[src/rtl/if_row_tag_fifo_pkg.sv]
// Shared definitions for the IF row-tagging FIFO.
// Tag bit positions are functions of the data width, so each user derives them
// from its own DATA_WIDTH parameter.
package if_row_tag_fifo_pkg;

  localparam int unsigned IF_DATA_WIDTH_DFLT = 8;

  // Per-word row tags, packed in the order they sit above the data field.
  typedef struct packed {
    logic start_flag;
    logic end_flag;
  } if_tag_t;

  function automatic int unsigned if_tag_end_bit(input int unsigned data_width);
    return data_width;
  endfunction

  function automatic int unsigned if_tag_start_bit(input int unsigned data_width);
    return data_width + 1;
  endfunction

  function automatic int unsigned if_tagged_width(input int unsigned data_width);
    return data_width + 2;
  endfunction

endpackage

[src/rtl/if_row_tag_fifo_core.sv]
// Synchronous show-ahead FIFO core: storage, pointers, occupancy count,
// full/empty flags and a zero-forced read word while empty.
module tagged_sync_fifo_core #(
  parameter int unsigned WIDTH    = 10,
  parameter int unsigned DEPTH    = 16,
  parameter int unsigned ADDR_LEN = 4
) (
  input  logic             clk,
  input  logic             rst,
  input  logic             clr,
  input  logic             push,
  input  logic             pop,
  input  logic [WIDTH-1:0] wdata,
  output logic [WIDTH-1:0] rdata,
  output logic             empty,
  output logic             full,
  output logic             push_ok,
  output logic             pop_ok
);

  localparam logic [ADDR_LEN:0] FullCount = (ADDR_LEN + 1)'(DEPTH);

  logic [WIDTH-1:0]    mem_q [DEPTH];
  logic [ADDR_LEN-1:0] wptr_q;
  logic [ADDR_LEN-1:0] rptr_q;
  logic [ADDR_LEN:0]   count_q;

  // Flags come from the registered count; clr suppresses both operations.
  always_comb begin
    empty   = (count_q == '0);
    full    = (count_q == FullCount);
    push_ok = push && !full && !clr;
    pop_ok  = pop && !empty && !clr;
    rdata   = empty ? '0 : mem_q[rptr_q];
  end

  // Storage array; no reset needed because reads are masked while empty.
  always_ff @(posedge clk) begin
    if (push_ok) begin
      mem_q[wptr_q] <= wdata;
    end
  end

  // Pointer and occupancy update; pointers wrap naturally at DEPTH.
  always_ff @(posedge clk or posedge rst) begin
    if (rst) begin
      wptr_q  <= '0;
      rptr_q  <= '0;
      count_q <= '0;
    end else if (clr) begin
      wptr_q  <= '0;
      rptr_q  <= '0;
      count_q <= '0;
    end else begin
      if (push_ok) begin
        wptr_q <= wptr_q + 1'b1;
      end
      if (pop_ok) begin
        rptr_q <= rptr_q + 1'b1;
      end
      case ({push_ok, pop_ok})
        2'b10:   count_q <= count_q + 1'b1;
        2'b01:   count_q <= count_q - 1'b1;
        default: count_q <= count_q;
      endcase
    end
  end

endmodule

[src/rtl/if_row_tag_fifo.sv]
// IF input buffer: tags the first/last word of each row and presents a
// show-ahead word to the PE scratch-pad reader.
// Optional macro IF_ROW_TAG_FIFO_ROW_CNT_EN adds rows_pending, the number of
// complete rows currently held.
module if_row_tag_fifo
  import if_row_tag_fifo_pkg::*;
#(
  parameter int unsigned DATA_WIDTH    = IF_DATA_WIDTH_DFLT,
  parameter int unsigned DEPTH         = 16,
  parameter int unsigned ADDR_LEN      = 4,
  parameter int unsigned ROW_LEN_WIDTH = 8
) (
  input  logic                     clk,
  input  logic                     rst,
  input  logic                     clr,
  input  logic [ROW_LEN_WIDTH-1:0] row_len,
  input  logic                     in_valid,
  input  logic [DATA_WIDTH-1:0]    in_data,
  output logic                     in_ready,
  input  logic                     buf_read,
  output logic                     buf_empty,
  output logic                     buf_full,
  output logic [DATA_WIDTH+1:0]    buf_dout
`ifdef IF_ROW_TAG_FIFO_ROW_CNT_EN
  ,
  output logic [ADDR_LEN:0]        rows_pending
`endif
);

  localparam int unsigned IF_TAG_END_BIT   = if_tag_end_bit(DATA_WIDTH);
  localparam int unsigned IF_TAG_START_BIT = if_tag_start_bit(DATA_WIDTH);
  localparam int unsigned IF_TAGGED_WIDTH  = if_tagged_width(DATA_WIDTH);

  logic [ROW_LEN_WIDTH-1:0]   elem_cnt_q;
  logic [ROW_LEN_WIDTH-1:0]   latched_len_q;
  logic [ROW_LEN_WIDTH-1:0]   eff_len;
  logic [ROW_LEN_WIDTH-1:0]   row_last;
  if_tag_t                    tag;
  logic [IF_TAGGED_WIDTH-1:0] wdata;
  logic                       push_ok;
  logic                       pop_ok;

  // Row tag for the word being offered; the first word of a row uses the live
  // row_len, later words use the length latched at the row start.
  always_comb begin
    eff_len        = (row_len == '0) ? ROW_LEN_WIDTH'(1) : row_len;
    row_last       = (elem_cnt_q == '0) ? eff_len - ROW_LEN_WIDTH'(1)
                                        : latched_len_q - ROW_LEN_WIDTH'(1);
    tag.start_flag = (elem_cnt_q == '0);
    tag.end_flag   = (elem_cnt_q == row_last);
    wdata          = {tag, in_data};
  end

  assign in_ready = ~buf_full;

  tagged_sync_fifo_core #(
    .WIDTH    (IF_TAGGED_WIDTH),
    .DEPTH    (DEPTH),
    .ADDR_LEN (ADDR_LEN)
  ) u_core (
    .clk     (clk),
    .rst     (rst),
    .clr     (clr),
    .push    (in_valid),
    .pop     (buf_read),
    .wdata   (wdata),
    .rdata   (buf_dout),
    .empty   (buf_empty),
    .full    (buf_full),
    .push_ok (push_ok),
    .pop_ok  (pop_ok)
  );

  // Element counter and row-length latch; wraps after the row's last word.
  always_ff @(posedge clk or posedge rst) begin
    if (rst) begin
      elem_cnt_q    <= '0;
      latched_len_q <= '0;
    end else if (clr) begin
      elem_cnt_q    <= '0;
      latched_len_q <= '0;
    end else if (push_ok) begin
      if (tag.start_flag) begin
        latched_len_q <= eff_len;
      end
      elem_cnt_q <= tag.end_flag ? '0 : elem_cnt_q + ROW_LEN_WIDTH'(1);
    end
  end

`ifdef IF_ROW_TAG_FIFO_ROW_CNT_EN
  logic row_in;
  logic row_out;

  assign row_in  = push_ok && tag.end_flag;
  assign row_out = pop_ok && buf_dout[IF_TAG_END_BIT];

  // Complete-row counter: one per resident end-tagged word.
  always_ff @(posedge clk or posedge rst) begin
    if (rst) begin
      rows_pending <= '0;
    end else if (clr) begin
      rows_pending <= '0;
    end else begin
      case ({row_in, row_out})
        2'b10:   rows_pending <= rows_pending + 1'b1;
        2'b01:   rows_pending <= rows_pending - 1'b1;
        default: rows_pending <= rows_pending;
      endcase
    end
  end
`else
  // Row counter not built.
`endif

endmodule

[config.mk]
export PLATFORM = sky130hd
export DESIGN_NAME = if_row_tag_fifo
export DESIGN_NICKNAME = d
export VERILOG_FILES = /design/src/rtl/if_row_tag_fifo_pkg.sv /design/src/rtl/if_row_tag_fifo_core.sv /design/src/rtl/if_row_tag_fifo.sv
export SDC_FILE = /design/constraint.sdc
export NUM_CORES = 1
export LEC_CHECK = 0
export ABC_AREA = 1
export CORE_MARGIN = 4
export CORE_UTILIZATION = 63
export CTS_BUF_LIST = sky130_fd_sc_hd__clkbuf_4
export CTS_CLUSTER_DIAMETER = 30
export DETAILED_ROUTE_END_ITERATION = 8
export PLACE_DENSITY = 0.87
export RECOVER_POWER = 100
export SLEW_MARGIN = 20
export SYNTH_ARGS = -nofsm -noshare
export SYNTH_HDL_FRONTEND = slang
export SYNTH_SLANG_ARGS = --single-unit
[constraint.sdc]
create_clock -name clk -period 3.15 [get_ports clk]
set_input_delay 0.63 -clock clk [delete_from_list [all_inputs] [get_ports clk]]
set_output_delay 0.63 -clock clk [all_outputs]
set_load 0.02 [all_outputs]
* Word level (Yosys, flattened, before mapping)
Memory sizes are Yosys's and may differ from the RTL's. Index checks and enable logic that the tools add are counted.
Word-level totals: register bits after elaboration 29, memory bits (writable) 160, input bits 21, output and inout bits 13, word-level logic and storage cells 50, memories 1
Memory list:
- u_core.mem_q | depth 16, bits a word 10, rd ports 1, clocked after Yosys merged registers in 0, write ports 1, RTL line if_row_tag_fifo_core.sv:23 | logic [WIDTH-1:0] mem_q [DEPTH];
Operators by class: add/sub/neg operators 7, eq/ne operators 4, mux-type cells 17, bitwise operators 1, reduce and logical (&&, ||, !) cells 15
Operator list (count):
- 8-bit two-way mux | 8
- 8-bit logical NOT | 2
- 4-bit two-way mux | 4
- 8-bit by 1-bit subtractor with 8-bit output (second input constant) | 2
- 10-bit two-way mux | 1
- 5-bit one-hot mux with 2 select lines | 1
- 4-bit by 1-bit adder with 4-bit output (second input constant) | 2
- 8-bit by 1-bit adder with 8-bit output (second input constant) | 1
- 8-bit == test | 1
- 2-bit nonzero test | 3
- 5-bit by 1-bit adder with 5-bit output (second input constant) | 1
- 5-bit == test (second input constant) | 1
- 5-bit logical NOT | 1
- 5-bit two-way mux | 1
- 5-bit by 1-bit subtractor with 5-bit output (second input constant) | 1
- 1-bit logical AND | 4
- 1-bit logical NOT | 3
- 3-bit nonzero test | 1
- 2-bit by 1-bit == test with 1-bit output (second input constant) | 1
- 2-bit == test (second input constant) | 1
- 1-bit two-way mux | 2
- 2-bit AND reduction | 1
- 1-bit NOT | 1

* Logic depth before layout (Yosys ltp)
depth in word-level cells 8, mapped depth 20, mapped depth without buffers 20

* Hierarchy
A second synthesis with hierarchy kept.
Unflattened totals: cell total of the unflattened synthesis 787, area, all modules 8647.0 µm²
By module, submodules not included:
- tagged_sync_fifo_core | times used 1, cells an instance 568, area an instance 7133.1 µm², sequential area each 5129.9 µm²
- if_row_tag_fifo | times used 1, cells an instance 219, area an instance 1514.0 µm², sequential area each 400.4 µm²

* Worst setup path before layout
No wires, ideal clock.
path type reg-to-reg, start point register elem_cnt_q[0], end point memory u_core.mem_q[0][8], data pin, setup time 197 ps, data arrival time 2476 ps, required time 2953 ps, path slack 477 ps, stages on the path, launching flop included 16, path buffers 0, period minus slack after synthesis 2673 ps, cells stage by stage dfrtp_1 > inv_1 > ha_1 > nand3_2 > nor2_4 > nand2_1 > nand2_1 > inv_2 > ha_1 > xor2_1 > nand3_1 > nor2_1 > nand3_1 > nor2_1 > nand2_2 > inv_1
RTL lines:
- start, declared | RTL line if_row_tag_fifo.sv:34 | logic [ROW_LEN_WIDTH-1:0] elem_cnt_q;
- start signal, assigned | RTL line if_row_tag_fifo.sv:86 | elem_cnt_q <= tag.end_flag ? '0 : elem_cnt_q + ROW_LEN_WIDTH'(1);
- end, declared | RTL line if_row_tag_fifo_core.sv:23

* Worst setup path after layout
start point register u_core.rptr_q[0], end point output buf_dout[9]
Between the ends: longest elaborated chain between the ends 2
RTL lines:
- start, declared | RTL line if_row_tag_fifo_core.sv:25 | logic [ADDR_LEN-1:0] rptr_q;
- start signal, assigned | RTL line if_row_tag_fifo_core.sv:59 | rptr_q <= rptr_q + 1'b1;
- memory 16 x 10 bit
- 10-bit two-way mux | RTL line if_row_tag_fifo_core.sv:34 | rdata = empty ? '0 : mem_q[rptr_q];
- end, declared | RTL line if_row_tag_fifo.sv:23 | output logic [DATA_WIDTH+1:0] buf_dout
Every way passes these cells.

==> summary.txt <==
Status
  • Outcome: completed

Synthesis
  • Netlist cell types: 32
  • Syn Inst Count: 740
  • Syn Area/Cell: approximately 11 sq um
  • Largest family of logic cells by synthesized area: simple AND/OR/NAND/NOR gates
  • Compound-Gate Fraction of Synth Area: about 12%
  • Xor and xnor area share after synthesis: approximately 1.4%
  • Count of flip-flops with a built-in enable after synthesis: 160
  • Synth async-reset ratio: between 15 and 20%
  • Netlist Area Pre-Place: 8330 sq um
  • Seq/Total Area, Yosys: between 60% and 70%
  • Ys flop type: edfxtp_1
  • Yosys reg bits: approximately 190
  • Post-synthesis mux area share: 0%
  • Warnings, synthesis: 0
  • Syn Nets: 773
  • Synth Area in Simple Gates: roughly 14%
  • Adder-cell share of the synthesized area: between 1.5 and 2%

Clock tree
  • CTS sink cnt: about 190
  • CTS tree: built
  • Hold-fix buffers, CTS: 0
  • H-tree depth: 4
  • Num CTS Buffers: 17
  • Worst-Skew Late Latency: approximately 0.58 ns
  • CTS root buf: clkbuf_4
  • Reg clk slew, reported paths: 0.15 ns
  • Clk buf depth: 2

Power and ir drop
  • Power density cells: approximately 730 nW/um^2
  • VDD IR max: roughly 330 uV
  • Cell leakage power: ~0.0033 uW

STA
  • Fin. max-slew vios: 0
  • Final-report hold violation count: 0
  • Tcrit/Tclk final: between 90% and 100%
  • Final worst slack: 0.111 ns
  • Clock skew: between 0.015 and 0.02 ns
  • RSZ-0062 raised after global routing: yes
  • Worst-Margin Slew: between 0.9 and 1 ns
  • Fmax: around 330 MHz
  • Slew margin rel.: ~34%
  • Final min period: 3.04 ns
  • Endpoints failing setup: 0

Run
  • # Max-Cap Violations: 0

Floorplan
  • Core area: ~13000 sq um
  • Die ar.: around 15000 sq um
  • Rows: 41
  • Initial core utilization: between 60% and 70%
  • IO Count: 34
  • Die width: ~120 um
  • Height of the chip: approximately 120 um

Critical path
  • CP Data Arrival Time: between 2 and 2.5 ns
  • Worst r2r src: elem_cnt_q[0]
  • Critical path fanouts, max: 48
  • R2R depth: 18
  • R2R setup slack: 0.24 ns
  • Crit path capture type: output port
  • Critical path launch point type: flip-flop
  • R2R Path End: u_core.mem_q[14][8]
  • Worst Path Class, Setup: flip-flop to output port
  • Setup crit start: u_core.rptr_q[0]
  • CP required: 2.52 ns

GRT
  • Largest net degree at the start of global routing: 65
  • Initial antenna violation count: 0
  • Total track usage: about 29%
  • Vias in the first global route: 6084
  • First-pass GRT wire length: 32200 um
  • GR Overflow Total: 0

Placed design
  • Port bufs: 33
  • Pre-CTS worst setup slack: -0.0194 ns
  • Dpl hpwl: ~13000 um
  • Inst Count DP: ~950
  • GPL Wtd Cong: 0.884

Detailed routing
  • Drt pass-1 iters: 6
  • DRC Markers: 0
  • Initial DRC count: 1093
  • Drt total wl: ~21000 um
  • WL/cell: around 21 um
  • Via density: 6.42
  • Via count: around 6300
  • Remaining antenna violation count: 0

Min path
  • WHS Endpoint: latched_len_q[3]
  • WHS Path Cells: 2
  • Hold Path Origin: latched_len_q[3]
  • HP Class: flip-flop to flip-flop

Layout
  • Post-route insts no fill: roughly 980
  • Ant. Diodes: 0
  • Fin nets: roughly 830
  • Area Growth Syn to Fin: 11.8%
  • Layout fillers: between 800 and 900
  • Layout cells sized above 1: about 12%
[registers in the layout, summed over array words and instances, names as in the netlist]
register        count
u_core.count_q      5
u_core.mem_q      160
u_core.wptr_q       4
latched_len_q       8
u_core.rptr_q       4
elem_cnt_q          8
[how the worst max path moves through the flow]
stage / to / slack (ns) / depth (start not counted)
floorplan: u_core.mem_q[0][8] / 0.48 / 15
global placement: u_core.mem_q[11][8] / 0.10 / 15
detailed placement: u_core.mem_q[10][8] / -0.02 / 15
CTS: buf_dout[8] / -0.01 / 9
global route: u_core.mem_q[13][8] / -0.02 / 18
finish: buf_dout[9] / 0.11 / 7
[cell usage after synthesis, types with 10 or more instances]
master      n  area [sq um]
edfxtp_1  160          4800
nor2_1    115           432
o21ai_0   102           510
nand2_1    76           285
nand3_1    43           215
inv_1      39           146
o221ai_1   34           298
clkbuf_1   33           124
dfrtp_1    29           726
nor3_1     17          85.1
a21oi_1    15          75.1
ha_1       11           138
nand2_2    10          62.6
xor2_1     10          87.6
[layout make-up]
cell class / instances / area, sq um / area share, %
Sequential cell: 189 / 5530 / 59.4
Multi-Input combinational cell: 469 / 2490 / 26.8
Timing Repair Buffer: 73 / 566 / 6.07
Tap cell: 172 / 215 / 2.31
Inverter: 48 / 188 / 2.01
Clock inverter: 15 / 186 / 2.00
Clock buffer: 17 / 128 / 1.37
Timing Repair inverter: 1 / 7.51 / 0.0806
[critical path, stage by stage, from the launching register on]
cell and delay [ns]:
dfrtp_2 0.47, inv_2 0.11, buf_12 0.22, o21ai_0 0.14, o221ai_1 0.16, nand3_1 0.13, a21oi_1 0.24, clkdlybuf4s15_1 0.34
[layer usage]
layer	up-vias	routed length, um	global-route usage [%]
met4	0	852	12.3
met1	2997	7430	36.3
met5	-	0	0
li1	2770	-	-
met3	86	2080	6.72
met2	463	10300	47.7
[kinds of logic (layout without fill, tap and decap cells)]
group | after synthesis | in the layout
buffers and inverters | 82 | 154
adder cells (fa/ha/maj) | 12 | 12
AO/OA/AOI/OAI | 169 | 169
XOR/XNOR | 13 | 13
AND/OR/NAND/NOR | 275 | 275
flip-flops | 189 | 189
[power breakdown]
group | leakage [uW] | internal [uW] | switching, uW
Combinational | 0.00134 | 804 | 1660
Sequential | 0.00184 | 2860 | 76.6
Clock | 0.000163 | 565 | 837
Total | 0.00335 | 4230 | 2570
[timing repair]
action | 4_1_cts | 5_1_grt
pin swaps | 0 | 1
gates cloned | 0 | 1
resized for setup | 14 | 23
setup buffers | 0 | 4
setup endpoints to repair | 11 | 26
[stage by stage]
stage	TNS [ns]	total power, uW	hold slack [ns]	util, %	area (sq um)
floorplan	0	4550	0.453	-	8330
global placement	0	5310	0.470	71.0	9070
detailed placement	-0.308	5440	0.478	71.0	9070
CTS	-0.0124	6760	0.350	73.4	9380
global route	-0.278	7180	0.523	72.9	9320
finish	0	6800	0.506	72.9	9320
[cell usage in the layout (no fill, tap or decap), drive strengths merged, types with 2 or more instances in the layout]
master,count
a21oi,16
nor3,17
buf,19
bufinv,3
xnor2,3
ha,11
clkdlybuf4s15,2
edfxtp,160
clkinv,6
nor2,121
nand4,2
o21ai,108
dfrtp,29
dlygate4sd3,11
clkinvlp,5
o22ai,9
clkbuf,45
o221ai,34
inv,50
xor2,10
nand3,45
nand2,87
clkdlybuf4s50,12
Note: power is estimated with default switching activity, not from simulation.
